--- src/rtl/button_conditioner_if.sv ---
// Button conditioner signal bundle: raw pad inputs and enable in,
// debounced levels, press pulses and busy out.
interface button_conditioner_if;
  logic en;
  logic raw_left;
  logic raw_right;
  logic raw_select;
  logic btn_left;
  logic btn_right;
  logic btn_select;
  logic left_press;
  logic right_press;
  logic select_press;
  logic busy;

  modport master (
    output en, raw_left, raw_right, raw_select,
    input  btn_left, btn_right, btn_select,
    input  left_press, right_press, select_press, busy
  );

  modport slave (
    input  en, raw_left, raw_right, raw_select,
    output btn_left, btn_right, btn_select,
    output left_press, right_press, select_press, busy
  );
endinterface

--- src/rtl/button_conditioner.sv ---
// Three-channel button conditioner: 2-flop synchronizers, per-channel
// counter debounce, rising-edge press pulses and left/right exclusion.
module button_conditioner #(
  parameter int unsigned DEBOUNCE_CYCLES = 250000,
  parameter int unsigned CNT_W           = 18,
  parameter bit          ACTIVE_LOW      = 1'b0
) (
  input logic                  clk,
  input logic                  rst,
  button_conditioner_if.slave  bus
);

  localparam int unsigned      NCH      = 3;
  localparam logic [CNT_W-1:0] CNT_LAST = CNT_W'(DEBOUNCE_CYCLES - 1);

  // Channel order in all vectors: 0 = left, 1 = right, 2 = select.
  logic [NCH-1:0]   raw_vec;
  logic [NCH-1:0]   sync_meta;
  logic [NCH-1:0]   sync_q;
  logic [NCH-1:0]   level_q;
  logic [NCH-1:0]   level_d;
  logic [NCH-1:0]   rise_d;
  logic [NCH-1:0]   press_q;
  logic [NCH-1:0]   cnt_nz;
  logic [CNT_W-1:0] cnt_q [NCH];
  logic [CNT_W-1:0] cnt_d [NCH];

  always_comb begin
    raw_vec = {bus.raw_select, bus.raw_right, bus.raw_left} ^ {NCH{ACTIVE_LOW}};
  end

  // Reset loads the idle level so a button held through reset reads as a new press.
  always_ff @(posedge clk) begin
    if (rst) begin
      sync_meta <= '0;
      sync_q    <= '0;
    end else begin
      sync_meta <= raw_vec;
      sync_q    <= sync_meta;
    end
  end

  always_comb begin
    level_d = level_q;
    rise_d  = '0;
    for (int unsigned i = 0; i < NCH; i++) begin
      cnt_d[i] = cnt_q[i];
      if (bus.en) begin
        if (sync_q[i] == level_q[i]) begin
          cnt_d[i] = '0;
        end else if (cnt_q[i] >= CNT_LAST) begin
          level_d[i] = sync_q[i];
          rise_d[i]  = sync_q[i];
          cnt_d[i]   = '0;
        end else begin
          cnt_d[i] = cnt_q[i] + CNT_W'(1);
        end
      end
    end
  end

  always_ff @(posedge clk) begin
    if (rst) begin
      level_q <= '0;
      press_q <= '0;
      for (int unsigned i = 0; i < NCH; i++) begin
        cnt_q[i] <= '0;
      end
    end else begin
      level_q <= level_d;
      press_q <= rise_d;
      for (int unsigned i = 0; i < NCH; i++) begin
        cnt_q[i] <= cnt_d[i];
      end
    end
  end

  always_comb begin
    for (int unsigned i = 0; i < NCH; i++) begin
      cnt_nz[i] = (cnt_q[i] != '0);
    end
  end

  // Both directions held cancels paddle motion; press pulses ignore this.
  assign bus.btn_left     = level_q[0] & ~level_q[1];
  assign bus.btn_right    = level_q[1] & ~level_q[0];
  assign bus.btn_select   = level_q[2];
  assign bus.left_press   = press_q[0] & bus.en;
  assign bus.right_press  = press_q[1] & bus.en;
  assign bus.select_press = press_q[2] & bus.en;
  assign bus.busy         = |cnt_nz;

endmodule

--- src/flat_wrapper.sv ---
// flat-port wrapper written by rule: the top's interface ports become plain ports
module button_conditioner_flat 
#(
  parameter int unsigned DEBOUNCE_CYCLES = 250000,
  parameter int unsigned CNT_W           = 18,
  parameter bit          ACTIVE_LOW      = 1'b0
)
  (clk, rst, bus_en, bus_raw_left, bus_raw_right, bus_raw_select, bus_btn_left, bus_btn_right, bus_btn_select, bus_left_press, bus_right_press, bus_select_press, bus_busy);
  button_conditioner_if bus_i ();
  input logic clk;
  input logic rst;
  input wire logic [$bits(bus_i.en)-1:0] bus_en;
  input wire logic [$bits(bus_i.raw_left)-1:0] bus_raw_left;
  input wire logic [$bits(bus_i.raw_right)-1:0] bus_raw_right;
  input wire logic [$bits(bus_i.raw_select)-1:0] bus_raw_select;
  output wire logic [$bits(bus_i.btn_left)-1:0] bus_btn_left;
  output wire logic [$bits(bus_i.btn_right)-1:0] bus_btn_right;
  output wire logic [$bits(bus_i.btn_select)-1:0] bus_btn_select;
  output wire logic [$bits(bus_i.left_press)-1:0] bus_left_press;
  output wire logic [$bits(bus_i.right_press)-1:0] bus_right_press;
  output wire logic [$bits(bus_i.select_press)-1:0] bus_select_press;
  output wire logic [$bits(bus_i.busy)-1:0] bus_busy;
  assign bus_i.en = bus_en;
  assign bus_i.raw_left = bus_raw_left;
  assign bus_i.raw_right = bus_raw_right;
  assign bus_i.raw_select = bus_raw_select;
  assign bus_btn_left = bus_i.btn_left;
  assign bus_btn_right = bus_i.btn_right;
  assign bus_btn_select = bus_i.btn_select;
  assign bus_left_press = bus_i.left_press;
  assign bus_right_press = bus_i.right_press;
  assign bus_select_press = bus_i.select_press;
  assign bus_busy = bus_i.busy;
  button_conditioner #(.DEBOUNCE_CYCLES(DEBOUNCE_CYCLES), .CNT_W(CNT_W), .ACTIVE_LOW(ACTIVE_LOW)) u_core (.clk(clk), .rst(rst), .bus(bus_i));
endmodule
--- config.mk ---
export PLATFORM = sky130hd
export DESIGN_NAME = button_conditioner_flat
export DESIGN_NICKNAME = d
export VERILOG_FILES = /design/src/rtl/button_conditioner_if.sv /design/src/rtl/button_conditioner.sv /design/src/flat_wrapper.sv
export SDC_FILE = /design/constraint.sdc
export NUM_CORES = 1
export LEC_CHECK = 0
export ABC_AREA = 1
export CAP_MARGIN = 20
export CORE_MARGIN = 2
export CORE_UTILIZATION = 29
export DETAILED_ROUTE_END_ITERATION = 6
export PLACE_DENSITY = 0.49
export SETUP_SLACK_MARGIN = 0.05
export SYNTH_ARGS = -nofsm -noshare
export SYNTH_HDL_FRONTEND = slang
export SYNTH_SLANG_ARGS = --single-unit
--- constraint.sdc ---
create_clock -name clk -period 3 [get_ports clk]
set_clock_uncertainty 0.05 [all_clocks]
set_input_delay 0.75 -clock clk [delete_from_list [all_inputs] [get_ports clk]]
set_output_delay 0.75 -clock clk [all_outputs]
set_load 0.05 [all_outputs]
==> summary by stage, run 1 <==
Status
The flow ran to the end, and the final reports show no timing, DRC or antenna violations.

Drt
The first detailed-routing pass ran for 4 iterations. The initial DRC count is 206. The antenna violation net count after detailed routing is 0. The routed wirelength normalized by instance count is 12.4 um. The routed layout has 4,051 vias. The number of design rule violations left after detail routing is 0.

The post-detailed-routing wire length is 10,800 um. In the routed layout, each cell is associated on average with a via count of 4.66.

CTS
The later pin in the worst-skew pair is clocked with a latency of 340 ps. Clock-pin slew was measured on the worst setup and hold paths at 60 ps. Hold repair after CTS inserted 0 buffers. The count of instances resized after the clock tree is built is 1. The root buffer cell is sky130_fd_sc_hd__clkbuf_16. The H-tree was split into 3 levels. TritonCTS built the clock tree. In this run, CTS created clock tree buffers numbering 9. The clock passes through at most 2 buffers. The tree built by TritonCTS fans out to 66 sinks. Post-CTS timing repair inserted 0 buffers for setup.

Place
Routability-driven placement finished with a final weighted congestion of 0.896. The number of input and output port buffers inserted is 12. In this run, placement finished with an instance count of 854. The half-perimeter wire length after detailed placement is 7500 um.

STA
Setup repair after global routing left no endpoint under its margin. In the finished design, the share of the clock period the worst path needs comes to 0.895. The slew at the pin with the worst max-slew slack is 606 ps. For this run, the top clock speed supported by timing is 372 MHz. Across all hold checks on the routed design, the worst slack comes to 359 ps. The number of max-slew violations in the final report is 0. The count of endpoints failing hold in the final timing report is 0. The final-layout setup total negative slack is 0 ps. The final critical path time including I/O delays and setup is 2690 ps. The final-report setup violation count is 0. The worst slew margin relative to its limit is 0.596.

Global routing
The via count of the first global-routing pass is 3,793. Entering global routing, the biggest net connects 53 pins. The first global-routing pass estimated 18,300 um of wire. For this run the aggregate overflow at the end of global routing stands at 0. The overall routing resource usage is 0.154. The number of antenna violations at the first check in global routing is 0.

Synth
Of all cell types, the one taking the most synthesized area is sky130_fd_sc_hd__dfxtp_1. The average cell area after synthesis is 6.12 um^2. By area the synthesized netlist is led by sky130_fd_sc_hd__dfxtp_1, sky130_fd_sc_hd__nand2_1, sky130_fd_sc_hd__nor2_1, sky130_fd_sc_hd__nand3_1, sky130_fd_sc_hd__inv_1.

For this run, the register share of the synthesized area comes to 0.319. The cell count after synthesis came out at 678. In this run, synthesis produced a sequential element count of 66. The total nets after synthesis is 690. The count of unique library cells instantiated by Yosys is 27. The total standard cell area after synthesis is 4150 um^2. The Yosys step of the flow raised 0 warnings. The share of synthesized area in the top cell type comes to 0.319.

Worst setup path
The largest stage delay on the critical path is 450 ps. By startpoint and endpoint, the worst setup path is classified as flop to output port. STA classifies the critical path endpoint as an output port.

STA classifies the critical path startpoint as a flop. Data arrives at the worst endpoint at 1890 ps. The slowest library cell on the worst path is sky130_fd_sc_hd__dlygate4sd2_1. The signal on the critical path passes through nor2_1 > nand3_1 > nor4_1 > nand3_1 > dlygate4sd2_1. The maximum fanout encountered on the critical timing path is 7. The cell occurring most often along the worst timing path is sky130_fd_sc_hd__nand3_1. For the worst setup path, the data required time is 2200 ps.

Pwr
For this design the static power due to leakage is 1.88 nW. The proportion of power drawn by the clock network is 0.515. Internal power comes to 1.53 mW. The share of total power dissipated in sequential elements is 0.449. The share of total power dissipated in combinational logic is 0.036.

In this run the power spent charging and discharging nets is 445 uW. The cell area power density is 416 nW/um^2. The peak supply drop is 166 uV. Of the total power, the share spent switching nets is 0.226.

Floorplanning
After floorplanning, the core was sized to cover 13,900 um^2. The number of I/O pins is 13. The floorplan step defined a die boundary enclosing 15,300 um^2. The initial core utilization is 0.298. The die is 124 um wide. The floorplan has 43 rows. In this run the vertical extent of the chip is 124 um.

Finish
The count of placed standard cells in the final layout, fillers left out is 870. Relative to the synthesized area, the layout overhead comes to 14.2%. The final core utilization is 0.340.

The top cell types in the final layout, fill and taps aside, are sky130_fd_sc_hd__nand2_1, sky130_fd_sc_hd__nor2_1, sky130_fd_sc_hd__inv_1. Of the cells placed in the final design, the portion with a size suffix greater than 1 is 0.0754. The library cell used most frequently in the layout, excluding fill and tap cells, is sky130_fd_sc_hd__nand2_1. For this run, the post-layout net count is 697. The antenna diode instance count is 0.

Job
The max capacitance violation total is 0.

Worst hold path
The type of the tightest min-delay check is flop to flop.
[path summary, 6_finish.rpt]
check	from	to	slack, ps	cells after the start
hold reg to reg	u_core.sync_meta[0]	u_core.sync_q[0]	360	2
setup reg to reg	u_core.cnt_q[0][36]	u_core.cnt_q[0][50]	1150	9
setup / recovery	u_core.cnt_q[0][52]	bus_busy	310	5
hold / removal	u_core.sync_meta[0]	u_core.sync_q[0]	360	2
[state kept, by name, summed over array words and instances, names as in the netlist]
name,flops
u_core.cnt_q,54
u_core.level_q,3
u_core.press_q,3
u_core.sync_meta,3
u_core.sync_q,3
[layer usage]
layer	vias up	global-route usage	wire (um)
met5	-	0	0
met4	0	0.0732	226
met3	15	0.0275	292
met2	44	0.248	4990
met1	1843	0.201	5310
li1	2149	-	-
[cells in the mapped netlist]
cell and instances:
sky130_fd_sc_hd__nand3_1 61, sky130_fd_sc_hd__nor3_1 8, sky130_fd_sc_hd__nand3b_1 7, sky130_fd_sc_hd__dfxtp_1 66
sky130_fd_sc_hd__xnor2_1 7, sky130_fd_sc_hd__ha_1 6, sky130_fd_sc_hd__clkbuf_1 12, sky130_fd_sc_hd__o21ai_1 4
sky130_fd_sc_hd__o21bai_1 2, sky130_fd_sc_hd__buf_4 1, sky130_fd_sc_hd__nor4_1 3, sky130_fd_sc_hd__buf_6 2
sky130_fd_sc_hd__nor2_2 7, sky130_fd_sc_hd__o21a_1 1, sky130_fd_sc_hd__nand2_2 3, sky130_fd_sc_hd__xor2_1 21
sky130_fd_sc_hd__inv_1 73, sky130_fd_sc_hd__o21ai_0 11, sky130_fd_sc_hd__buf_2 8, sky130_fd_sc_hd__nor2_4 4
sky130_fd_sc_hd__nor2_1 89, sky130_fd_sc_hd__nand4_1 11, sky130_fd_sc_hd__clkinv_1 4, sky130_fd_sc_hd__nand2_1 200
sky130_fd_sc_hd__inv_2 12, sky130_fd_sc_hd__a21oi_1 54, sky130_fd_sc_hd__nand3_2 1
[metrics by stage]
step | setup WS (ps) | power (mW) | area [um^2]
final | 315 | 1.97 | 4740
after global routing | 110 | 2.05 | 4740
after CTS | 224 | 2.00 | 4740
after detailed placement | 310 | 0.978 | 4450
after global placement | 327 | 0.978 | 4450
after floorplan | 937 | 0.951 | 4150
[cell type report]
| class | count | area [um^2] |
|---|---|---|
| Inverter | 89 | 334 |
| Tap cell | 180 | 225 |
| Multi-Input combinational cell | 500 | 2380 |
| Sequential cell | 66 | 1320 |
| Clock buffer | 14 | 274 |
| Fill cell | 1549 | 9200 |
| Timing Repair Buffer | 19 | 196 |
| Clock inverter | 2 | 10.0 |
[cells by family after synthesis]
| group | count (synthesis) | synth area share |
|---|---|---|
| compound gates | 72 | 0.0887 |
| fa+ha+maj | 6 | 0.0181 |
| simple gates | 394 | 0.407 |
| xor+xnor | 28 | 0.0591 |
| buf+inv | 112 | 0.108 |
| flops | 66 | 0.319 |
[power groups by stage]
stage               Sequential, mW  Combinational (mW)  Clock (mW)
detailed placement           0.905              0.0733           0
global placement             0.905              0.0736           0
finish                       0.886              0.0702        1.01
CTS                          0.886              0.0725        1.04
floorplan                    0.904              0.0471           0
global route                 0.886              0.0787        1.08
[critical path: cells and delay by family (launching register included)]
| kind | cells | cell delay, ps |
|---|---|---|
| simple gates | 4 | 730 |
| buf+inv | 1 | 450 |
| flops | 1 | 360 |
No activity file was read; power rests on OpenSTA's default activity.
==> run 2: changes to the inputs <==
- CTS_BUF_LIST: default -> sky130_fd_sc_hd__clkbuf_8 sky130_fd_sc_hd__clkbuf_16
==> run 2 against run 1 <==
  * Die area unchanged
  * Flip-flop and latch count unchanged
  * Power decreased by 0.38%
  * Combinational power about the same
  * Maximum frequency about the same
  * First-iteration DRC count decreased by 0.97%
  * Count of clock-buffer cells in the layout decreased by 2
  * Sequential power about the same
  * Critical path depth unchanged
  * Critical path type unchanged
  * Largest power group unchanged
  * Highest routed layer unchanged
==> summary by stage, run 2 (same netlist as run 1, synthesis figures left out) <==
Global routing
The via count of the first global-routing pass is 3,793 (unchanged). The number of antenna violations at the first check in global routing was 0 (unchanged). The wire length of the first global-routing pass is 18,300 um (unchanged). The pin count of the biggest net entering global routing is 53 (unchanged).

The global-route congestion overflow total is 0 (unchanged). The overall routing resource usage is 0.154 (unchanged).

STA
The final-report setup violation count is 0 (unchanged). The final worst hold slack is 359 ps (-0.0110 ps). The maximum clock frequency is 372 MHz (about the same).

The count of endpoints failing hold in the final timing report came to 0 (unchanged). The worst slew margin relative to its limit is 0.595 (-0.00145). The final-layout setup total negative slack was 0 ps (unchanged). The slew at the pin with the worst max-slew slack was 608 ps (+2.17 ps). Setup repair after global routing left no endpoint under its margin. The number of max-slew violations in the final report was 0 (unchanged). The final critical path time including I/O delays and setup is 2680 ps (-0.452 ps).

The share of the cycle needed by the critical path after routing is 0.895 (about the same).

CTS
The clock tree buffer depth is 2 (unchanged). The clock buffer count from CTS came to 9 (unchanged). The clock edge transition at the registers on the reported setup and hold paths is 60 ps (about the same). The number of setup buffers added after CTS is 0 (unchanged). TritonCTS built the clock tree.

The tree is rooted in a sky130_fd_sc_hd__clkbuf_16. The clock latency on the worst-skew pair came to 340 ps (about the same). The total number of H-tree levels is 3 (unchanged). The number of sinks handled by clock tree synthesis is 66 (unchanged).

Pwr
The reported leakage power is 1.89 nW (+0.44%). The proportion of total power due to net switching was 0.227 (+0.000607). The internal power consumption is 1.52 mW (-0.45%). The proportion of power drawn by the clock network came to 0.513 (-0.002). The sequential share of power is 0.451 (+0.002). The switching component of the power is 445 uW (-0.11%). The combinational cell fraction of total power is 0.036 (about the same). The cell area power density came to 415 nW/um^2 (-0.38%). The peak supply drop is 165 uV (-0.17%).

Floorplanning
The initial core utilization came to 0.298 (unchanged). The floorplan row count was 43 (unchanged). The total core area is 13,900 um^2 (unchanged). The full die area was 15,300 um^2 (unchanged). The x dimension of the die was 124 um (unchanged).

The vertical die dimension was 124 um (unchanged). The number of I/O pins is 13 (unchanged).

Drt
The via total after detailed routing is 4,042 (-0.22%). The initial DRC count is 204 (-0.97%). The via density per instance is 4.65 (-0.22%). The antenna violation net count after detailed routing is 0 (unchanged). The routed wirelength normalized by instance count came to 12.4 um (-0.25%). The number of design rule violations left after detail routing is 0 (unchanged). The iteration count of the initial detailed-routing pass came to 4 (unchanged). The post-detailed-routing wire length was 10,800 um (-0.25%).

Worst setup path
The slack of the worst reg-to-reg path is 1150 ps (about the same). The critical path is of the flop to output port type. STA classifies the critical path endpoint as an output port. The maximum fanout encountered on the critical timing path is 7 (unchanged). The largest stage delay on the critical path came to 450 ps (about the same). The required time of the worst setup path is 2200 ps (about the same). STA classifies the critical path startpoint as a flop. The signal on the critical path passes through nor2_1 > nand3_1 > nor4_1 > nand3_1 > dlygate4sd2_1. The slowest stage of the critical path belongs to the cell sky130_fd_sc_hd__dlygate4sd2_1. The cell occurring most often along the worst timing path is sky130_fd_sc_hd__nand3_1.

The data arrival time at the worst-slack endpoint was 1880 ps (about the same).

Place
The half-perimeter wire length after detailed placement was 7500 um (unchanged). The global placer's final weighted congestion is 0.896 (unchanged). The placed cell area is 4450 um^2 (unchanged).

The number of input and output port buffers inserted is 12 (unchanged).

Finish
The number of flip-flops in the largest register is 54 (unchanged). The fraction of layout cells with a size suffix above 1 is 0.0754 (unchanged). The net count of the finished layout was 697 (unchanged).

The synthesis-to-layout area growth is 14.2% (unchanged). Counting flops per register, the top entry is u_core.cnt_q. The final non-filler cell area is 4740 um^2 (unchanged). The top cell types in the final layout, fill and taps aside, are sky130_fd_sc_hd__nand2_1, sky130_fd_sc_hd__nor2_1, sky130_fd_sc_hd__inv_1. The leading cell type in the layout, fill and taps excluded is sky130_fd_sc_hd__nand2_1. The antenna diode instance count was 0 (unchanged).

Worst hold path
The type of the tightest min-delay check is flop to flop.

Status
The run finished with clean final reports.

Job
The max capacitance violation total is 0 (unchanged).
==> run 2: changes by cell type in the layout (fill, tap and decap cells not counted) <==
cell,before,now
sky130_fd_sc_hd__inv_1,73,75
sky130_fd_sc_hd__clkbuf_1,2,0
==> run 2: final cells by class <==
type                    instances  area, um^2
multi-input cells             500        2380
repair buffers                 19         196
inverters                      89         334
well taps                     180         225
clock inverters                 4        17.5
flip-flops and latches         66        1320
clock buffers                  12         267
fillers                      1549        9200
==> run 2: critical path, delay by kind of cell, from the launching register on <==
family | cells | cell delay (ps)
AND/OR/NAND/NOR | 4 | 730
buffers and inverters | 1 | 450
flip-flops | 1 | 360
==> run 2: what timing repair did <==
item	in CTS	in global routing
endpoints found under the setup margin	1	0
endpoints found under the hold margin	0	0
hold buffers	0	0
gates resized for setup	1	0
==> run 2: per-layer routing <==
layer	up-vias	share of wire	GRT usage
met4	0	0.021	0.0732
li1	2150	-	-
met5	-	0	0
met1	1835	0.49	0.201
met3	15	0.028	0.0275
met2	42	0.46	0.248
==> run 2: power groups by stage <==
stage / logic [mW] / registers, mW / clock network (mW)
2_1_floorplan: 0.0471 / 0.904 / 0
3_3_place_gp: 0.0736 / 0.905 / 0
3_5_place_dp: 0.0733 / 0.905 / 0
4_1_cts: 0.0725 / 0.886 / 1.04
5_1_grt: 0.0787 / 0.886 / 1.07
6_report: 0.0702 / 0.886 / 1.01
==> run 2: metrics by stage <==
step,utilization,worst slack [ps],std cells,power (mW)
after global placement,0.320,327,854,0.978
final,0.340,315,870,1.96
after CTS,0.340,224,870,2.00
after detailed placement,0.320,310,854,0.978
after floorplan,-,937,678,0.951
after global routing,0.340,110,870,2.04
==> run 2: final timing paths <==
path                                          start             endpoint  cells after the start
worst max-delay path            u_core.cnt_q[0][52]             bus_busy                      5
worst min-delay path            u_core.sync_meta[0]     u_core.sync_q[0]                      2
worst max register to register  u_core.cnt_q[0][36]  u_core.cnt_q[0][50]                      9
worst min register to register  u_core.sync_meta[0]     u_core.sync_q[0]                      2
==> run 3: changes to the inputs <==
- CORE_MARGIN: 2 -> 4
==> run 3 against run 2 <==
  * Non-clock buffer count rose by 3
  * Combinational power rose by 7.4%
  * Highest routed layer unchanged
  * First-iteration DRC count fell by 10%
  * Cell area rose by 0.34%
  * Cell count rose by 0.34%
  * Utilization rose by 0.12 points
  * Power fell by 2.2%
  * Largest cell class unchanged
  * Clock power fell by 5%
  * Via count rose by 1.6%
  * Setup slack improved by 31 ps
==> summary by stage, run 3 (same netlist as run 1, synthesis figures left out) <==
Floorplanning
The vertical die dimension was 128 um (+3.2%). The initial core utilization is 0.298 (unchanged). The full die area was 16,300 um^2 (+6.6%).

The number of I/O pins came to 13 (unchanged). The x dimension of the die was 128 um (+3.2%). The floorplan row count is 43 (unchanged). The total core area is 13,900 um^2 (unchanged).

Finish
The antenna diode instance count is 0 (unchanged). The number of flip-flops in the largest register came to 54 (unchanged). The count of placed standard cells in the final layout, fillers left out is 873 (+0.34%). The library cells used most frequently in the layout, excluding fill and tap cells, are sky130_fd_sc_hd__nand2_1, sky130_fd_sc_hd__nor2_1, sky130_fd_sc_hd__inv_1. The number of inserted filler cells in the final layout came to 1,525 (-1.5%). Compared with the post-synthesis result, the final layout area differs by 14.6%. The register bank with the most flops is u_core.cnt_q. The fraction of layout cells with a size suffix above 1 was 0.0779 (+0.00256).

The area used by sequential logic in the layout is 1320 um^2 (unchanged). The area of combinational cells with multiple inputs is 2380 um^2 (unchanged). Leaving out fill and tap cells, the most frequent cell in the layout is sky130_fd_sc_hd__nand2_1.

The net count of the finished layout is 700 (+0.43%). The final non-filler cell area is 4750 um^2 (+0.34%).

Worst setup path
The worst setup path is launched from a flop. The depth of the worst register-to-register path was 8 (-1). The nature of the critical path endpoint is an output port. The worst register-to-register path ends at u_core.cnt_q[0][13]. The required time of the worst setup path is 2200 ps (about the same). The most critical setup path has its startpoint at u_core.cnt_q[0][17]. The maximum fanout encountered on the critical timing path came to 5 (-2). The slack of the worst reg-to-reg path is 1140 ps (about the same). The critical path is of the flop to output port type. Following the worst setup path forward leads to its endpoint at bus_busy. The data arrival time at the worst-slack endpoint was 1850 ps (-30 ps).

The worst register-to-register path begins at u_core.cnt_q[0][0].

CTS
The clock latency on the worst-skew pair was 340 ps (about the same). The clock buffer count from CTS came to 9 (unchanged). The hold buffer count at CTS came to 0 (unchanged). The root buffer cell is sky130_fd_sc_hd__clkbuf_16. The clock tree buffer depth came to 2 (unchanged).

The clock edge transition at the registers on the reported setup and hold paths is 50 ps (about the same). The count of instances resized after the clock tree is built is 1 (unchanged). The number of setup buffers added after CTS is 0 (unchanged). The CTS tree is yes. The total number of H-tree levels came to 3 (unchanged). The number of sinks handled by clock tree synthesis is 66 (unchanged).

Pwr
The sequential share of power is 0.461 (+0.010). The combinational cell fraction of total power is 0.039 (+0.003). The reported leakage power is 1.90 nW (+0.80%). The cell area power density is 404 nW/um^2 (-2.5%). The proportion of total power due to net switching is 0.234 (+0.00713). The internal power consumption is 1.47 mW (-3.1%). The peak supply drop is 172 uV (+4.2%).

The switching component of the power came to 449 uW (+0.88%). The proportion of power drawn by the clock network came to 0.500 (-0.013).

Place
The number of input and output port buffers inserted is 12 (unchanged). The worst slack after detailed placement was 349 ps (+39.1 ps). The placed cell area was 4490 um^2 (+0.79%).

The half-perimeter wire length after detailed placement is 7830 um (+4.3%). The global placer's final weighted congestion is 0.881 (-1.7%). The number of instances in the placed design came to 857 (+0.35%).

Global routing
The number of antenna violations at the first check in global routing is 0 (unchanged). The pin count of the biggest net entering global routing was 53 (unchanged). met2 is the most crowded layer. The via count of the first global-routing pass is 3,888 (+2.5%). The global-route congestion overflow total is 0 (unchanged). The met2 usage came to 0.233 (-0.0147). The met3 layer usage reported by global route is 0.0284 (+0.000956). The wire length of the first global-routing pass is 18,800 um (+2.7%). The overall routing resource usage came to 0.144 (-0.0103). The met1 usage was 0.184 (-0.0166).

Drt
The iteration count of the initial detailed-routing pass is 4 (unchanged). The initial DRC count came to 183 (-10%). The number of design rule violations left after detail routing is 0 (unchanged). The via total after detailed routing is 4,108 (+1.6%). The via density per instance is 4.71 (+1.3%). The post-detailed-routing wire length is 11,100 um (+2.5%). The routed wirelength normalized by instance count was 12.7 um (+2.2%). The antenna violation net count after detailed routing is 0 (unchanged).

STA
The final worst hold slack is 359 ps (-0.210 ps). The final critical path time including I/O delays and setup came to 2650 ps (-31.5 ps). The slew at the pin with the worst max-slew slack is 607 ps (-1.32 ps).

The worst slew margin relative to its limit was 0.596 (+0.000882). The count of endpoints failing hold in the final timing report came to 0 (unchanged). The final-layout setup total negative slack is 0 ps (unchanged). The number of max-slew violations in the final report is 0 (unchanged).

The worst setup margin is 347 ps (+31.5 ps). The final-report setup violation count was 0 (unchanged). The share of the cycle needed by the critical path after routing is 0.884 (-0.0105). Setup repair after global routing left no endpoint under its margin. The maximum clock frequency is 377 MHz (+1.2%).

Status
The run finished with clean final reports.

Job
The max capacitance violation total came to 0 (unchanged).

Worst hold path
In this run the worst hold path is classified as flop to flop.
run 3: final cells by class:
class | count | area share
clock buffer | 10 | 0.0503
clock inverter | 6 | 0.00553
inverter | 89 | 0.0703
multi-input combinational | 500 | 0.500
sequential | 66 | 0.278
tap | 180 | 0.0474
timing repair buffer | 22 | 0.0487
run 3: worst min path at each step:
stage | from | endpoint | slack [ps] | cells past startpoint
global route | u_core.sync_meta[2] | u_core.sync_q[2] | 380 | 2
global placement | u_core.sync_meta[2] | u_core.sync_q[2] | 340 | 2
CTS | u_core.sync_meta[2] | u_core.sync_q[2] | 360 | 2
detailed placement | u_core.sync_meta[2] | u_core.sync_q[2] | 350 | 2
finish | u_core.sync_meta[0] | u_core.sync_q[0] | 360 | 2
floorplan | u_core.sync_meta[0] | u_core.sync_q[0] | 340 | 2
run 3: metal layers:
metal  up-vias  routed length (um)
li1       2147                   -
met1      1883                5260
met3        21                 344
met2        57                5150
met5         -                   0
met4         0                 304
run 3: worst max-delay path: stages (launching register included):
cell and delay [ps]:
sky130_fd_sc_hd__dfxtp_1 340, sky130_fd_sc_hd__nor4_1 370, sky130_fd_sc_hd__nand4_1 150, sky130_fd_sc_hd__nor2_1 110, sky130_fd_sc_hd__nand3_1 100, sky130_fd_sc_hd__dlygate4sd2_1 440
run 3: stage by stage:
step	power, mW	utilization
final	1.92	0.341
after global placement	0.982	0.322
after floorplan	0.951	-
after global routing	2.00	0.341
after CTS	1.95	0.341
after detailed placement	0.983	0.322
run 3: power groups by stage:
| stage | clock [mW] | sequential [mW] | combinational [mW] |
|---|---|---|---|
| 2_1_floorplan | 0 | 0.904 | 0.0471 |
| 3_3_place_gp | 0 | 0.904 | 0.0773 |
| 3_5_place_dp | 0 | 0.905 | 0.0782 |
| 4_1_cts | 0.991 | 0.885 | 0.0775 |
| 5_1_grt | 1.03 | 0.886 | 0.0837 |
| 6_report | 0.959 | 0.886 | 0.0754 |
